## src/rtl/wb_arb_pkg.sv

```systemverilog
// rtl/wb_arb_pkg.sv - shared widths, queue entry type and pend-mask decode for the writeback arbiter
package wb_arb_pkg;

   localparam int WB_XLEN = 32;
   localparam int WB_AW   = 5;

   // One secondary (MUL/DIV) writeback waiting for the register file port
   typedef struct packed {
      logic               valid;
      logic [WB_AW-1:0]   rd;
      logic [WB_XLEN-1:0] data;
   } wb_entry_t;

   // One-hot decode of a destination register for the hazard unit mask
   function automatic logic [31:0] rd_onehot(input logic [WB_AW-1:0] rd);
      logic [31:0] m;
      m     = '0;
      m[rd] = 1'b1;
      return m;
   endfunction

endpackage

```

## src/rtl/regfile_wb_arbiter_if.sv

```systemverilog
// rtl/regfile_wb_arbiter_if.sv - writeback sources, register file port and hazard signals of the arbiter
interface regfile_wb_arbiter_if #(
   parameter int XLEN = 32,
   parameter int AW   = 5
);
   logic            p_we;
   logic [AW-1:0]   p_rd;
   logic [XLEN-1:0] p_data;
   logic            s_valid;
   logic            s_ready;
   logic [AW-1:0]   s_rd;
   logic [XLEN-1:0] s_data;
   logic            rf_we;
   logic [AW-1:0]   rf_rd_addr;
   logic [XLEN-1:0] rf_rd_data;
   logic [31:0]     pend_mask;
   logic            wb_stall;

   // Pipeline side: WB stage, MUL/DIV unit, register file and hazard unit
   modport master (
      output p_we, p_rd, p_data, s_valid, s_rd, s_data,
      input  s_ready, rf_we, rf_rd_addr, rf_rd_data, pend_mask, wb_stall
   );

   // Arbiter side
   modport slave (
      input  p_we, p_rd, p_data, s_valid, s_rd, s_data,
      output s_ready, rf_we, rf_rd_addr, rf_rd_data, pend_mask, wb_stall
   );
endinterface

```

## src/rtl/wb_fifo2.sv

```systemverilog
// rtl/wb_fifo2.sv - 2-entry secondary writeback queue with pop, push and kill-by-rd
module wb_fifo2
   import wb_arb_pkg::*;
(
   input  logic               clk,
   input  logic               rst_n,
   input  logic               push_i,
   input  logic [WB_AW-1:0]   push_rd_i,
   input  logic [WB_XLEN-1:0] push_data_i,
   input  logic               pop_i,
   input  logic               kill_i,
   input  logic [WB_AW-1:0]   kill_rd_i,
   output logic               full_o,
   output logic               empty_o,
   output logic [WB_AW-1:0]   head_rd_o,
   output logic [WB_XLEN-1:0] head_data_o,
   output logic [31:0]        mask_o
);

   wb_entry_t ent0_q, ent0_d;   // head
   wb_entry_t ent1_q, ent1_d;
   wb_entry_t in_e;
   logic      keep0, keep1;

   assign in_e = '{valid: 1'b1, rd: push_rd_i, data: push_data_i};

   // Drop popped/killed entries, compact survivors to the head, then append the push as youngest
   always_comb begin
      ent0_d = '0;
      ent1_d = '0;
      keep0  = ent0_q.valid && !pop_i && !(kill_i && (ent0_q.rd == kill_rd_i));
      keep1  = ent1_q.valid && !(kill_i && (ent1_q.rd == kill_rd_i));
      if (keep0) begin
         ent0_d = ent0_q;
         if (keep1) begin
            ent1_d = ent1_q;
         end
      end else if (keep1) begin
         ent0_d = ent1_q;
      end
      if (push_i) begin
         if (!ent0_d.valid) begin
            ent0_d = in_e;
         end else if (!ent1_d.valid) begin
            ent1_d = in_e;
         end
      end
   end

   // Queue storage; reset discards anything still waiting
   always_ff @(posedge clk or negedge rst_n) begin
      if (!rst_n) begin
         ent0_q <= '0;
         ent1_q <= '0;
      end else begin
         ent0_q <= ent0_d;
         ent1_q <= ent1_d;
      end
   end

   // Entries are kept compacted, so the tail being valid means full and the head invalid means empty
   assign full_o      = ent1_q.valid;
   assign empty_o     = !ent0_q.valid;
   assign head_rd_o   = ent0_q.rd;
   assign head_data_o = ent0_q.data;
   assign mask_o      = (ent0_q.valid ? rd_onehot(ent0_q.rd) : 32'h0)
                      | (ent1_q.valid ? rd_onehot(ent1_q.rd) : 32'h0);

endmodule

```

## src/rtl/regfile_wb_arbiter.sv

```systemverilog
// rtl/regfile_wb_arbiter.sv - register file write-port arbiter (WB priority, queued MUL/DIV); optional fairness stall: WB_ARB_FAIRNESS_EN
module regfile_wb_arbiter
   import wb_arb_pkg::*;
#(
   parameter int XLEN         = WB_XLEN,
   parameter int AW           = WB_AW,
   parameter int STARVE_LIMIT = 4
) (
   input  logic                clk,
   input  logic                rst_n,
   regfile_wb_arbiter_if.slave bus
);

   logic            p_req;
   logic            grant_p;
   logic            grant_s;
   logic            push;
   logic            fifo_full;
   logic            fifo_empty;
   logic [AW-1:0]   head_rd;
   logic [XLEN-1:0] head_data;
   logic [31:0]     fifo_mask;

   logic            rf_we_q, rf_we_d;
   logic [AW-1:0]   rf_addr_q, rf_addr_d;
   logic [XLEN-1:0] rf_data_q, rf_data_d;

   // Writes to x0 are architecturally void, so they never compete for the port
   assign p_req   = bus.p_we && (bus.p_rd != '0);
   assign grant_p = p_req;
   assign grant_s = !p_req && !fifo_empty;

   // Readiness comes from the pre-pop state: a full queue refuses even while popping
   assign bus.s_ready = !fifo_full;
   assign push        = bus.s_valid && !fifo_full && (bus.s_rd != '0);

   wb_fifo2 u_fifo (
      .clk         (clk),
      .rst_n       (rst_n),
      .push_i      (push),
      .push_rd_i   (bus.s_rd),
      .push_data_i (bus.s_data),
      .pop_i       (grant_s),
      .kill_i      (grant_p),
      .kill_rd_i   (bus.p_rd),
      .full_o      (fifo_full),
      .empty_o     (fifo_empty),
      .head_rd_o   (head_rd),
      .head_data_o (head_data),
      .mask_o      (fifo_mask)
   );

   // Select the granted source for next cycle's register file write; address/data hold when idle
   always_comb begin
      rf_we_d   = grant_p || grant_s;
      rf_addr_d = rf_addr_q;
      rf_data_d = rf_data_q;
      if (grant_p) begin
         rf_addr_d = bus.p_rd;
         rf_data_d = bus.p_data;
      end else if (grant_s) begin
         rf_addr_d = head_rd;
         rf_data_d = head_data;
      end
   end

   // Registered register file write port
   always_ff @(posedge clk or negedge rst_n) begin
      if (!rst_n) begin
         rf_we_q   <= 1'b0;
         rf_addr_q <= '0;
         rf_data_q <= '0;
      end else begin
         rf_we_q   <= rf_we_d;
         rf_addr_q <= rf_addr_d;
         rf_data_q <= rf_data_d;
      end
   end

   assign bus.rf_we      = rf_we_q;
   assign bus.rf_rd_addr = rf_addr_q;
   assign bus.rf_rd_data = rf_data_q;
   assign bus.pend_mask  = fifo_mask;

`ifdef WB_ARB_FAIRNESS_EN
   localparam int            CW    = $clog2(STARVE_LIMIT + 1);
   localparam logic [CW-1:0] LIMIT = CW'(STARVE_LIMIT);

   logic [CW-1:0] starve_q, starve_d;
   logic          wb_stall_q, wb_stall_d;

   // Count cycles the queue loses to the primary; saturate at the limit and hold there while stalled
   always_comb begin
      starve_d = starve_q;
      if (grant_s || fifo_empty) begin
         starve_d = '0;
      end else if (grant_p && (starve_q != LIMIT)) begin
         starve_d = starve_q + CW'(1);
      end
      wb_stall_d = (starve_d == LIMIT);
   end

   // Starvation counter and the registered stall request to the hazard unit
   always_ff @(posedge clk or negedge rst_n) begin
      if (!rst_n) begin
         starve_q   <= '0;
         wb_stall_q <= 1'b0;
      end else begin
         starve_q   <= starve_d;
         wb_stall_q <= wb_stall_d;
      end
   end

   assign bus.wb_stall = wb_stall_q;
`else
   logic unused_starve_limit;
   assign unused_starve_limit = (STARVE_LIMIT == 0);
   assign bus.wb_stall        = 1'b0;
`endif

endmodule

```

## src/flat_wrapper.sv

```systemverilog
// flat-port wrapper written by rule: the top's interface ports become plain ports
module regfile_wb_arbiter_flat import wb_arb_pkg::*;
#(
   parameter int XLEN         = WB_XLEN,
   parameter int AW           = WB_AW,
   parameter int STARVE_LIMIT = 4
)
  (clk, rst_n, bus_p_we, bus_p_rd, bus_p_data, bus_s_valid, bus_s_rd, bus_s_data, bus_s_ready, bus_rf_we, bus_rf_rd_addr, bus_rf_rd_data, bus_pend_mask, bus_wb_stall);
  regfile_wb_arbiter_if #(.XLEN(XLEN), .AW(AW)) bus_i ();
  input  logic clk;
  input  logic rst_n;
  input wire logic [$bits(bus_i.p_we)-1:0] bus_p_we;
  input wire logic [$bits(bus_i.p_rd)-1:0] bus_p_rd;
  input wire logic [$bits(bus_i.p_data)-1:0] bus_p_data;
  input wire logic [$bits(bus_i.s_valid)-1:0] bus_s_valid;
  input wire logic [$bits(bus_i.s_rd)-1:0] bus_s_rd;
  input wire logic [$bits(bus_i.s_data)-1:0] bus_s_data;
  output wire logic [$bits(bus_i.s_ready)-1:0] bus_s_ready;
  output wire logic [$bits(bus_i.rf_we)-1:0] bus_rf_we;
  output wire logic [$bits(bus_i.rf_rd_addr)-1:0] bus_rf_rd_addr;
  output wire logic [$bits(bus_i.rf_rd_data)-1:0] bus_rf_rd_data;
  output wire logic [$bits(bus_i.pend_mask)-1:0] bus_pend_mask;
  output wire logic [$bits(bus_i.wb_stall)-1:0] bus_wb_stall;
  assign bus_i.p_we = bus_p_we;
  assign bus_i.p_rd = bus_p_rd;
  assign bus_i.p_data = bus_p_data;
  assign bus_i.s_valid = bus_s_valid;
  assign bus_i.s_rd = bus_s_rd;
  assign bus_i.s_data = bus_s_data;
  assign bus_s_ready = bus_i.s_ready;
  assign bus_rf_we = bus_i.rf_we;
  assign bus_rf_rd_addr = bus_i.rf_rd_addr;
  assign bus_rf_rd_data = bus_i.rf_rd_data;
  assign bus_pend_mask = bus_i.pend_mask;
  assign bus_wb_stall = bus_i.wb_stall;
  regfile_wb_arbiter #(.XLEN(XLEN), .AW(AW), .STARVE_LIMIT(STARVE_LIMIT)) u_core (.clk(clk), .rst_n(rst_n), .bus(bus_i));
endmodule
```

## config.mk

```make
export PLATFORM = sky130hd
export DESIGN_NAME = regfile_wb_arbiter_flat
export DESIGN_NICKNAME = d
export VERILOG_FILES = /design/src/rtl/wb_arb_pkg.sv /design/src/rtl/regfile_wb_arbiter_if.sv /design/src/rtl/wb_fifo2.sv /design/src/rtl/regfile_wb_arbiter.sv /design/src/flat_wrapper.sv
export SDC_FILE = /design/constraint.sdc
export NUM_CORES = 1
export LEC_CHECK = 0
export ABC_CLOCK_PERIOD_IN_PS = 2200
export CAP_MARGIN = 0
export CORE_AREA = 2 2 110 112
export CTS_CLUSTER_DIAMETER = 80
export DETAILED_ROUTE_END_ITERATION = 8
export DIE_AREA = 0 0 112 114
export DONT_BUFFER_PORTS = 1
export GPL_TIMING_DRIVEN = 0
export MAX_ROUTING_LAYER = met4
export PLACE_DENSITY = 0.75
export SLEW_MARGIN = 20
export SYNTH_ARGS = -nofsm -noshare
export SYNTH_HDL_FRONTEND = slang
export SYNTH_HIERARCHICAL = 1
export SYNTH_SLANG_ARGS = --single-unit
```

## constraint.sdc

```tcl
create_clock -name clk -period 2.2 [get_ports clk]
set_input_delay 0.22 -clock clk [delete_from_list [all_inputs] [get_ports clk]]
set_output_delay 0.22 -clock clk [all_outputs]
set_load 0.05 [all_outputs]
```

After elaboration in Yosys (flattened, before gate mapping)
Index checks and enable logic that the tools add are counted.
Word-level totals
  bits in registers: 114
  input bits: 78
  output and inout bits: 72
  logic and storage cells: 54
Operators by class
  order comparisons: 4
  eq/ne operators: 2
  muxes and demuxes: 18
  bitwise logic cells: 1
  reduce and logical (&&, ||, !) cells: 20
Operator list (count)
  38-bit 2-to-1 mux: 6
  32-bit 2-to-1 mux: 4
  37-bit 2-to-1 mux: 2
  32-bit OR: 1
  5-bit by 6-bit less-than comparator with 1-bit output, second input constant: 2
  1-bit logical AND: 11
  1-bit demux with 5-bit select: 2
  5-bit equality test: 2
  5-bit by 1-bit >= comparator with 1-bit output, second input constant: 2
  5-bit 2-to-1 mux: 2
  5-bit nonzero test: 2
  1-bit logical NOT: 5
  1-bit 2-to-1 mux: 2
  2-bit nonzero test: 1
  1-bit logical OR: 1

Logic depth before layout (Yosys ltp)
  depth after elaboration: 11
  depth in mapped cells: 10
  mapped depth without buffers: 7

Cells and area by module
Netlist, hierarchy kept.
Modules (own cells, without submodules)
  wb_fifo2: times used 1, cells an instance 516, area an instance 4647.0 um2, sequential area each 1901.8 um2
  regfile_wb_arbiter: times used 1, cells an instance 134, area an instance 1953.1 um2, sequential area each 950.9 um2

Least setup slack after synthesis
Ideal clock, no wire load.
  path type: reg-to-reg
  start: register u_core/u_fifo/ent0_q[37] in the netlist's numbering
  end: register u_core.u_fifo.ent0_q, in the netlist u_core/u_fifo/head_data_o[10]
  setup time: 0.082 ns
  arrival time: 2.211 ns
  data required time: 2.118 ns
  setup slack: -0.093 ns
  cell stages (with the launch flop): 10
  path buffers: 5
  period minus slack after synthesis: 2.293 ns
  path through: dfrtp_1 inv_1 buf_2 buf_1 nor2_1 a311o_1 buf_6 buf_12 buf_4 a31oi_1
RTL lines
  start: declaration: line wb_fifo2.sv:20  | wb_entry_t ent0_q, ent0_d;
  start signal: assignment: line wb_fifo2.sv:56  | ent0_q <= ent0_d;

==> summary.md <==
| Metric | Value |
|---|---|
| Result of the run | finished with violations |
| Failing checks | negative hold slack, negative setup slack |
| # Max-Cap Violations | 0 |
| Die width | between 100 and 150 µm |
| Cell type with the largest total area after synthesis | dfrtp_1 |
| CTS Root Cell | clkbuf_16 |
| Gate count of the mapped netlist | 650 |
| Global-route wire length before repair | 27500 µm |
| Placement row count | 40 |
| Unrepaired setup endpoints after global routing | yes |
| Number of synthesized flops with an enable pin | 0 |
| Instance area at placement | 6800 µm² |
| Clock tree from TritonCTS | yes |
| Critical path fanouts, max | 10 |
| Ys Warns | 6 |
| Diodes inserted | 0 |
| Critical Path RT | 2.51 ns |
| Sequential fraction of the synthesis area | 43.2% |
| CTS H-tree depth | 4 |
| Routed via count | 5450 |
| Number of pins exceeding their max-slew limit in the final report | 0 |
| Areal power density over the cells | 1580 nW/µm² |
| Insertion delay of the later-clocked pin in the worst-skew pair | between 0.4 and 0.5 ns |
| Fill cell instance count of the final layout | 809 |
| Residual DRC | 0 |
| Number of endpoints with negative hold slack in the final report | ~110 |
| Crit path kind | reg2reg |
| GRT Residual Overflow | 0 |
| Area of the multi-input gates | around 3600 µm² |
| Per-cell via count in the routed design | 6.24 |
| Number of iterations in the first detailed-routing pass | 5 |
| Static leakage | 0.00351 µW |
| Share of cells above drive strength 1 | 32.0% |
| Power after layout | around 13000 µW |
| Proportion of netlist area held by the largest area contributor | a little over two fifths |
| Number of antenna violations at the first check in global routing | 0 |
| Type of origin of the critical path | flop |
| Place WS | -0.518 ns |
| Min Clock Period, post-route | around 2.3 ns |
| Inserted Clock Buffers | 17 |
| Setup tns final | -0.588 ns |
| Reg area | 2850 µm² |
| Fmax | 433 MHz |
| Final critical-path setup slack | -0.110 ns |
| Flop and latch count out of synthesis | 114 |
| Number of buffers on the longest clock path | 2 |
| Number of sinks handled by clock tree synthesis | ~110 |
| Multiplexer fraction of the synthesized cell area | 20.3% |
| Commonest cells in the synthesized netlist | 114 x dfrtp_1, 67 x nand2_1, 59 x mux2i_1 |
| Share of the synthesized netlist area taken by xor and xnor gates | 1.33% |
| Post-DR wirelength/cell | 22.5 µm |
| Full die area | 12800 µm² |
| Final Skew | 0.00885 ns |
| Share of flip-flops with an asynchronous set or reset after synthesis | 100% |
| Worst hold margin | -0.497 ns |
| Starting Density | 56.4% |
| Top-Level Pins | 150 |
| Area of the placeable core | between 10000 and 15000 µm² |
| Worst rel slew slack | between 50% and 60% |
| Final Wtd Congestion | 0.865 |
| Most used standard cell by instance count after synthesis | dfrtp_1 |
| Synth Area in Simple Gates | 14.4% |
| Total Wirelength | 19600 µm |
| Sum of net half-perimeters after detailed placement | 12000 µm |
| Largest net degree at the start of global routing | 115 |
| Net Count, Synth | 728 |
| Setup-violating endpoint count in the final report | 22 |
| Height of the die | 114 µm |
| Post-synthesis adder-cell area fraction | 0% |
| Number of global-route vias before repair | 5126 |
| Slew of the pin with the lowest slew margin | 0.676 ns |
| Number of distinct standard cells referenced by the synthesized netlist | 36 |
| WP data arrival | 2.62 ns |
| VDD IR-drop max | 995 µV |
| Total of hold buffers inserted after clock tree synthesis | 41 |
| Reg clk slew, reported paths | 0.05 ns |
| Main combinational cell family by area after synthesis | multiplexers |
| IO buf count | 0 |
| Mapped Avg Cell Area | between 10 and 15 µm² |
| Worst setup EP type | flop |
| Post-route ant nets | 0 |
| Cell area after synthesis | 6600 µm² |
| Initial drt markers | 506 |
| Total global routing track utilization | between 20% and 30% |
| Layout Cell Area excl Fill | roughly 8400 µm² |
| Worst min path class | in2async |
| Complex-gate fraction of the synthesized area | between 10% and 20% |
| Cells taking the most area after synthesis | dfrtp_1 43%, mux2_2 9.6%, mux2i_1 8.9%, buf_4 4.9%, nand2_1 3.8% |
| Area growth from synthesis to final layout | 27.1% |
| Layout Nets | 792 |
| Share of the cycle needed by the critical path after routing | 105% |
| Post-synth top flop | dfrtp_1 |
==> flip-flops by register name, indices dropped and copies added (netlist names) <==
name and flops:
u_core/u_fifo/full_o 1, u_core/u_fifo/ent1_q 37, u_core/bus.rf_rd_addr 5, u_core/u_fifo/head_rd_o 5, u_core/bus.rf_we 1, u_core/u_fifo/ent0_q 1, u_core/u_fifo/head_data_o 32, u_core/bus.rf_rd_data 32
==> area by class of cell <==
type | count | area share (%)
multi-input cells | 444 | 43.3
flip-flops and latches | 114 | 34.0
plain buffers | 86 | 7.80
repair buffers | 48 | 5.97
clock buffers | 25 | 5.79
well taps | 147 | 2.19
clock inverters | 6 | 0.656
inverters | 3 | 0.268
==> repair_timing <==
action / CTS / global route
setup buffers: 1 / 6
endpoints found under the hold margin: 151 / 114
gates resized for setup: 47 / 64
pin swaps: 5 / 6
endpoints found under the setup margin: 108 / 102
==> metrics by stage <==
| step | instances | utilization, % |
|---|---|---|
| 2_1_floorplan | 650 | - |
| 3_5_place_dp | 797 | 58.0 |
| 4_1_cts | 867 | 68.3 |
| 3_3_place_gp | 797 | 58.0 |
| 5_1_grt | 873 | 71.6 |
| 6_report | 873 | 71.6 |
==> worst paths after layout <==
path / start / to / slack, ns / cells after the start
setup reg to reg: u_core/u_fifo/ent1_q[33]$_DFF_PN0_ / u_core/u_fifo/head_rd_o[3]$_DFF_PN0_ / -0.11 / 8
max in group asynchronous: rst_n / u_core/bus.rf_rd_data[2]$_DFFE_PN0P_ / 2.54 / 0
hold reg to reg: u_core/u_fifo/head_data_o[26]$_DFF_PN0_ / u_core/u_fifo/head_data_o[26]$_DFF_PN0_ / 0.48 / 2
setup / recovery: u_core/u_fifo/ent1_q[33]$_DFF_PN0_ / u_core/u_fifo/head_rd_o[3]$_DFF_PN0_ / -0.11 / 8
min in group clk: bus_s_data[28] / u_core/u_fifo/ent1_q[28]$_DFF_PN0_ / 0.14 / 3
hold / removal: rst_n / u_core/bus.rf_rd_data[27]$_DFFE_PN0P_ / -0.50 / 0
==> power breakdown <==
group	switching, µW	internal (µW)	leakage (µW)
combinational	3520	2740	0.00178
sequential	1580	2880	0.00146
clock	908	1620	0.000271
total	6010	7250	0.00351
==> logic make-up after synthesis <==
group,Yosys count
compound gates,119
xor+xnor,10
buf+inv,92
flops,114
mux,123
other cells,1
simple gates,191
==> critical path, stage by stage, from the launching register on <==
cell,delay [ns]
dfrtp_1,0.35
buf_2,0.17
xnor2_1,0.19
nand4_1,0.24
o21ai_4,0.29
buf_6,0.18
buf_1,0.39
nand2_1,0.12
a31oi_1,0.27
==> layout by cell type, fill, tap and decap left out, types with 18 or more instances in the layout <==
| cell | count |
|---|---|
| a31oi_1 | 20 |
| and2_1 | 37 |
| mux2i_1 | 53 |
| nor2_1 | 23 |
| buf_4 | 47 |
| o21ai_1 | 38 |
| nand3_1 | 39 |
| o22ai_4 | 32 |
| nand2_1 | 67 |
| dlygate4sd3_1 | 41 |
| o21ai_0 | 18 |
| dfrtp_1 | 113 |
| mux2_2 | 56 |
==> metal layers <==
| metal | part of all wire (%) | global-route usage, % | up-vias |
|---|---|---|---|
| met5 | 0 | - | - |
| met4 | 3.9 | 9.67 | 0 |
| met3 | 7.9 | 6.80 | 69 |
| met2 | 48 | 44.9 | 292 |
| met1 | 40 | 37.0 | 2684 |
| li1 | - | - | 2405 |
Note: power is estimated with default switching activity, not from simulation.
